$ cat config.mk
export PLATFORM = sky130hd
export DESIGN_NAME = pc_fetch
export DESIGN_NICKNAME = d
export VERILOG_FILES = /design/src/rtl/pc_fetch.sv
export SDC_FILE = /design/constraint.sdc
export NUM_CORES = 1
export LEC_CHECK = 0
export ABC_AREA = 0
export BUFFER_PORTS_ARGS = -buffer_cell sky130_fd_sc_hd__buf_2
export CORE_ASPECT_RATIO = 1.1
export CORE_MARGIN = 3
export CORE_UTILIZATION = 40
export CTS_BUF_LIST = sky130_fd_sc_hd__clkbuf_8
export DETAILED_ROUTE_END_ITERATION = 8
export PLACE_DENSITY_LB_ADDON = 0.3
export SLEW_MARGIN = 25
export SYNTH_ARGS = -nofsm -noshare
export SYNTH_HDL_FRONTEND = slang
export SYNTH_SLANG_ARGS = --single-unit
$ cat constraint.sdc
create_clock -name clk -period 1.81 [get_ports clk]
set_input_delay 0.0905 -clock clk [delete_from_list [all_inputs] [get_ports clk]]
set_output_delay 0.0905 -clock clk [all_outputs]
set_load 0.05 [all_outputs]
$ cat src/rtl/pc_fetch.sv
// ---------------------------------------------------------------------------
// pc_fetch
//
// Program-counter register and instruction-fetch sequencer for the MIPS
// datapath. The block holds the current PC, fetches the word at that PC over
// a valid/ready request plus a response handshake, holds the fetched word
// for decode, and commits next_pc only when decode accepts the held word.
// Only one fetch is ever outstanding.
//
// A commit to a misaligned next_pc parks the block in a fault state that only
// reset leaves. The PC is loaded verbatim: there is no arithmetic here.
//
// Parameters:
//   RESET_PC         PC loaded on reset (not alignment-checked)
//
// Ports:
//   clk              clock, all state updates on the rising edge
//   reset            synchronous, active-high reset
//   next_pc          next instruction address, sampled only on commit
//   cur_pc           registered current PC
//   imem_req_valid   fetch request valid (high only in the request state)
//   imem_req_addr    fetch address, always equal to cur_pc
//   imem_req_ready   memory accepts the request this cycle
//   imem_resp_valid  response data valid this cycle
//   imem_resp_data   instruction word from memory
//   instr            held instruction word
//   instr_valid      instr is valid for cur_pc
//   instr_ready      decode consumes instr this cycle
//   fetch_fault      sticky misaligned-PC fault
// ---------------------------------------------------------------------------
module pc_fetch #(
   parameter logic [31:0] RESET_PC = 32'h0000_0000
) (
   input  logic        clk,
   input  logic        reset,
   input  logic [31:0] next_pc,
   output logic [31:0] cur_pc,
   output logic        imem_req_valid,
   output logic [31:0] imem_req_addr,
   input  logic        imem_req_ready,
   input  logic        imem_resp_valid,
   input  logic [31:0] imem_resp_data,
   output logic [31:0] instr,
   output logic        instr_valid,
   input  logic        instr_ready,
   output logic        fetch_fault
);

   typedef enum logic [1:0] {
      ST_REQ   = 2'b00,
      ST_WAIT  = 2'b01,
      ST_HOLD  = 2'b10,
      ST_FAULT = 2'b11
   } state_e;

   state_e      state_q, state_d;
   logic [31:0] pc_q, pc_d;
   logic [31:0] instr_q, instr_d;
   logic        instr_vld_q, instr_vld_d;
   logic        fault_q, fault_d;

   // Next-state and datapath update; every register holds unless its state
   // says otherwise, so inputs outside their owning state are ignored.
   always_comb begin
      state_d     = state_q;
      pc_d        = pc_q;
      instr_d     = instr_q;
      instr_vld_d = instr_vld_q;
      fault_d     = fault_q;

      case (state_q)
         ST_REQ: begin
            if (imem_req_ready) begin
               state_d = ST_WAIT;
            end
         end

         ST_WAIT: begin
            // No timeout: the memory is trusted to answer eventually.
            if (imem_resp_valid) begin
               instr_d     = imem_resp_data;
               instr_vld_d = 1'b1;
               state_d     = ST_HOLD;
            end
         end

         ST_HOLD: begin
            if (instr_ready) begin
               instr_vld_d = 1'b0;
               pc_d        = next_pc;
               if (next_pc[1:0] == 2'b00) begin
                  state_d = ST_REQ;
               end else begin
                  // Keep the misaligned PC visible for debug and stop fetching.
                  fault_d = 1'b1;
                  state_d = ST_FAULT;
               end
            end
         end

         ST_FAULT: begin
            instr_vld_d = 1'b0;
            fault_d     = 1'b1;
         end

         default: begin
            state_d = ST_FAULT;
            fault_d = 1'b1;
         end
      endcase
   end

   always_ff @(posedge clk) begin
      if (reset) begin
         state_q     <= ST_REQ;
         pc_q        <= RESET_PC;
         instr_q     <= 32'h0000_0000;
         instr_vld_q <= 1'b0;
         fault_q     <= 1'b0;
      end else begin
         state_q     <= state_d;
         pc_q        <= pc_d;
         instr_q     <= instr_d;
         instr_vld_q <= instr_vld_d;
         fault_q     <= fault_d;
      end
   end

   // Request valid is decoded from registered state only, so the request and
   // its address stay stable until the memory accepts them.
   assign imem_req_valid = (state_q == ST_REQ);
   assign imem_req_addr  = pc_q;
   assign cur_pc         = pc_q;
   assign instr          = instr_q;
   assign instr_valid    = instr_vld_q;
   assign fetch_fault    = fault_q;

endmodule

==> results of run 1 <==
## worst reg2reg max path: stages, from the launching register on
cell and delay [ps]:
dfxtp_4 370, inv_2 60, ha_1 200, nor2b_2 180, or4_4 500, o311a_1 340
## layer usage
metal	global-route usage [%]	vias up	share of wire, %
li1	-	1458	-
met3	6.58	23	9.5
met4	8.71	0	2.4
met5	0	-	0
met1	23.9	1300	39
met2	34.9	144	50
## report_power, final
part | leakage, nW | switching [mW] | internal, mW
registers | 0.552 | 0.0624 | 1.60
logic | 1.36 | 0.738 | 0.372
clock network | 0.117 | 0.546 | 0.801
total | 2.03 | 1.35 | 2.78
## cells in the mapped netlist
cell	count	area (um^2)
a21oi_1	65	325
and2_1	1	6.26
a221oi_1	1	8.76
o21ai_0	1	5.00
or4_1	1	7.51
nor2_1	1	3.75
buf_1	2	7.51
o41ai_1	2	17.5
buf_2	3	15.0
o31ai_1	2	15.0
and2_2	1	7.51
inv_1	5	18.8
o311a_1	1	10.0
nor2b_4	1	13.8
or4_4	1	11.3
nand2_1	130	488
buf_4	32	240
ha_1	6	75.1
nor2b_1	3	18.8
clkbuf_1	17	63.8
o21a_1	1	7.51
dfxtp_1	68	1360
## worst min path at each step
stage | slack [ps] | endpoint | cells after the start
2_1_floorplan | 230 | cur_pc[6] | 2
3_3_place_gp | 330 | instr[0] | 3
3_5_place_dp | 340 | instr[9] | 3
4_1_cts | 6 | cur_pc[0] | 3
5_1_grt | 9 | cur_pc[28] | 3
6_report | 20 | cur_pc[0] | 3
## stage by stage
stage	hold WS [ps]	utilization [%]	cell area (um^2)	setup slack (ps)	cells
after floorplan	227	-	2730	31.8	345
final	20.6	66.4	4240	60.0	620
after CTS	5.88	66.2	4230	32.8	620
after global placement	330	53.5	3420	54.3	545
after detailed placement	337	53.5	3420	-7.86	545
after global routing	9.22	66.4	4240	-10.2	620
## kinds of logic after synthesis
kind of cell             share of synthesized area (%)
adder cells (fa/ha/maj)                           2.75
buffers and inverters                             12.7
AND/OR/NAND/NOR                                   20.4
AO/OA/AOI/OAI                                     14.3
flip-flops                                        49.9
## area by class of cell
type                       count  area [um^2]  area share [%]
clock buffer                  10          138            3.25
inverter                       5         18.8           0.443
tap                           80          100            2.36
multi-input combinational    218         1030            24.3
timing repair buffer         233         1500            35.5
clock inverter                 6         78.8            1.86
sequential                    68         1370            32.3
## sequential cells by signal, indices dropped and copies added (netlist names)
| name | flops |
|---|---|
| fetch_fault | 1 |
| instr | 32 |
| instr_valid | 1 |
| state_q | 2 |
| cur_pc | 32 |
## what timing repair did
| item | 4_1_cts | 5_1_grt |
|---|---|---|
| hold buffers | 59 | 0 |
| resized for setup | 2 | 6 |
| setup buffers | 0 | 0 |
| endpoints found under the setup margin | 1 | 3 |
| endpoints found under the hold margin | 59 | 0 |
==> impl_metrics.env, run 1 <==
export IMPL_yosys_register_bits=68
export IMPL_synthesis_area_um2=2730
export IMPL_clock_sinks=68
export IMPL_cts_tree="yes"
export IMPL_synth_warnings=0
export IMPL_cp_startpoint="state_q[0]"
export IMPL_startpoint_type="flop"
export IMPL_layout_common_cells="buf_2 (167), nand2_1 (130), dfxtp_1 (66), a21oi_1 (65), dlygate4sd3_1 (59)"
export IMPL_p_leak_nw=2.03
export IMPL_num_vias=2925
export IMPL_insertion_delay_ps=330
export IMPL_status="finished clean"
export IMPL_initial_utilization_pct=42.7
export IMPL_syn_num_nets=420
export IMPL_layout_commonest_cell="buf_2"
export IMPL_die_x_um=84.7
export IMPL_post_route_min_period_ps=1750
export IMPL_slowest_stage="or4_4"
export IMPL_n_antenna_cell=0
export IMPL_first_iter_violations=110
export IMPL_wirelength_um=8170
export IMPL_crit_end="state_q[0]"
export IMPL_grt_ovfl_total=0
export IMPL_timing_fmax_mhz=571
export IMPL_dp_hpwl_um=4950
export IMPL_worst_pin_slew_ps=358
export IMPL_critPathTopFamily="simple AND/OR/NAND/NOR gates"
export IMPL_r2r_start="state_q[0]"
export IMPL_synth_cell_types=22
export IMPL_r2r_end="state_q[0]"
export IMPL_crit_arrival_ps=1970
export IMPL_num_rows=30
export IMPL_cp_slowest_stage_delay_ps=500
export IMPL_portBuffers=167
export IMPL_drv_slew=0
export IMPL_hp_class="input port to flop"
export IMPL_crit_chain="inv_2, ha_1, nor2b_2, or4_4, o311a_1"
export IMPL_grt_util_all_layers_pct=20.6
export IMPL_avgSynthCellArea_um2=7.91
export IMPL_grt_pass1_vias=2706
export IMPL_fin_skew_ps=3.56
export IMPL_cts_root_buf="clkbuf_8"
export IMPL_n_fill_cell=535
export IMPL_powerDensity_nw_per_um2=973
export IMPL_cts_buffers=9
export IMPL_maxCapViolations=0
export IMPL_layout_nets=610
export IMPL_grt_pass1_wl_um=13200
export IMPL_die_area_um2=7850
export IMPL_critPathBufInv=1
export IMPL_clk_path_buf_depth=2
export IMPL_remaining_drc_errors=0
export IMPL_first_pass_iters=6
export IMPL_core_um2=6380
export IMPL_setup_tns_ps=0
export IMPL_post_route_period_util_pct=96.7
export IMPL_min_from="next_pc[0]"
export IMPL_grt_max_degree=45
export IMPL_slew_headroom_pct=76.2
export IMPL_clk_pin_slew_ps=70
export IMPL_viasPerCell=4.72
export IMPL_ir_worst_vdd_mv=0.594
export IMPL_ys_seq_area_share_pct=49.9
export IMPL_cts_htree_levels=3
export IMPL_rrSetupSlack_ps=60
export IMPL_die_h_um=92.6
export IMPL_path_max_fanout=4
export IMPL_final_hold_viol_count=0
export IMPL_postRouteAntennaNets=0
export IMPL_r2r_worst_path_cells=5
export IMPL_power_mw=4.12
export IMPL_gp_congestion=0.752
export IMPL_grt_antenna_before_repair=0
export IMPL_drive_gt1_share_pct=36.7
export IMPL_worstSetupPathType="flop to flop"
export IMPL_synthCells=345
export IMPL_cp_end_kind="flop"
export IMPL_worstPathRequired_ps=2030
export IMPL_routedWlPerCell_um=13.2
export IMPL_final_setup_viol_count=0
export IMPL_pin_count=168
export IMPL_worst_path_stages=5
export IMPL_synthToLayoutAreaGrowth_pct=55.4
Power figures use the tool's default switching activity.
==> run 2, diff against run 1 <==
SETUP_SLACK_MARGIN = 0.15   (was default)
==> impl_metrics.env, run 2 (synthesis gave the netlist of run 1 again) <==
export IMPL_clk_pin_slew_ps=70
export IMPL_wirelength_um=7720
export IMPL_ir_worst_vdd_mv=0.670
export IMPL_slew_headroom_pct=74.9
export IMPL_layout_common_cells="buf_2 (167), nand2_1 (130), dfxtp_1 (66), a21oi_1 (65), dlygate4sd3_1 (52)"
export IMPL_grt_max_degree=39
export IMPL_pre_cts_ws_ps=86.9
export IMPL_routedWlPerCell_um=12.6
export IMPL_num_rows=30
export IMPL_hp_class="input port to flop"
export IMPL_drive_gt1_share_pct=37.9
export IMPL_p_leak_nw=2.01
export IMPL_die_h_um=92.6
export IMPL_worstSetupPathType="flop to flop"
export IMPL_pin_count=168
export IMPL_postRouteAntennaNets=0
export IMPL_cts_tree="yes"
export IMPL_post_route_period_util_pct=91.2
export IMPL_drv_slew=0
export IMPL_placedCellCount=544
export IMPL_die_x_um=84.7
export IMPL_final_setup_viol_count=0
export IMPL_grt_pass1_vias=2699
export IMPL_final_hold_viol_count=0
export IMPL_cp_end_kind="flop"
export IMPL_cts_htree_levels=3
export IMPL_post_route_min_period_ps=1650
export IMPL_first_iter_violations=110
export IMPL_num_vias=2895
export IMPL_n_antenna_cell=0
export IMPL_maxCapViolations=0
export IMPL_layout_commonest_cell="buf_2"
export IMPL_remaining_drc_errors=0
export IMPL_fin_ws_ps=159
export IMPL_portBuffers=167
export IMPL_crit_arrival_ps=1850
export IMPL_core_um2=6380
export IMPL_gp_congestion=0.799
export IMPL_insertion_delay_ps=320
export IMPL_powerDensity_nw_per_um2=958
export IMPL_die_area_um2=7850
export IMPL_cp_slowest_stage_delay_ps=510
export IMPL_grt_ovfl_total=0
export IMPL_utilization_pct=65.9
export IMPL_synthToLayoutAreaGrowth_pct=54.2
export IMPL_worst_pin_slew_ps=372
export IMPL_fin_skew_ps=8.96
export IMPL_grt_util_all_layers_pct=19.3
export IMPL_startpoint_type="flop"
export IMPL_crit_chain="inv_4, ha_4, nor2b_4, or4_4, o311a_1"
export IMPL_path_max_fanout=5
export IMPL_grt_pass1_wl_um=12500
export IMPL_viasPerCell=4.71
export IMPL_first_pass_iters=4
export IMPL_timing_fmax_mhz=606
export IMPL_clock_sinks=68
export IMPL_worstPathRequired_ps=2010
export IMPL_slowest_stage="or4_4"
export IMPL_clk_path_buf_depth=2
export IMPL_status="finished clean"
export IMPL_setup_tns_ps=0
export IMPL_layout_nets=605
export IMPL_grt_antenna_before_repair=0
export IMPL_rrSetupSlack_ps=160
export IMPL_n_fill_cell=519
export IMPL_dp_hpwl_um=5060
export IMPL_cts_buffers=9
export IMPL_final_cell_count_no_fill=615
export IMPL_initial_utilization_pct=42.7
export IMPL_rsz0062_at_grt="true"
export IMPL_cts_root_buf="clkbuf_8"
[run 2: per-stage QoR]
stage                     hold slack, ps  power (mW)  area, um^2
after floorplan                      227        2.48        2790
after global placement               330        2.70        3450
after detailed placement             335        2.72        3450
after CTS                          0.298        4.06        4200
after global routing                6.53        4.24        4210
final                               11.2        4.03        4210
[run 2: what timing repair did]
| action | 4_1_cts | 5_1_grt |
|---|---|---|
| pin swaps | 3 | 0 |
| buffers inserted | 3 | 0 |
| gates resized for setup | 2 | 0 |
| setup endpoints to repair | 1 | 1 |
| endpoints found under the hold margin | 51 | 1 |
| hold buffers | 51 | 1 |
[run 2: per-layer routing]
metal | global-route usage [%] | up-vias | wire, um | share of wire [%]
met5 | 0 | - | 0 | 0
met4 | 6.07 | 0 | 107 | 1.4
met3 | 6.23 | 10 | 772 | 10
met2 | 33.4 | 151 | 3790 | 49
met1 | 22.6 | 1288 | 3050 | 40
li1 | - | 1446 | - | -
[run 2: power by group]
| part | switching [mW] | total (mW) | leakage [nW] | internal, mW |
|---|---|---|---|---|
| Sequential | 0.0661 | 1.67 | 0.552 | 1.60 |
| Clock | 0.527 | 1.23 | 0.107 | 0.702 |
| Combinational | 0.745 | 1.13 | 1.35 | 0.385 |
[run 2: path summary, 6_finish.rpt]
path | startpoint | end | depth (start not counted)
setup reg to reg | state_q[1] | state_q[0] | 5
hold reg to reg | instr[7] | instr[7] | 2
setup / recovery | state_q[1] | state_q[0] | 5
hold / removal | imem_resp_data[28] | instr[28] | 3
[run 2: area by class of cell]
type                       count  area (um^2)  area share, %
timing repair buffer         228         1440           34.2
clock buffer                  11          151           3.60
tap                           80          100           2.38
clock inverter                 5         51.3           1.22
sequential                    68         1370           32.5
multi-input combinational    218         1070           25.5
inverter                       5         23.8          0.565
[run 2: critical path: cells and delay by family, from the launching register on]
family                   cells  cell delay (ps)
AO/OA/AOI/OAI                1              300
adder cells (fa/ha/maj)      1              160
AND/OR/NAND/NOR              2              630
buffers and inverters        1               50
flip-flops                   1              390
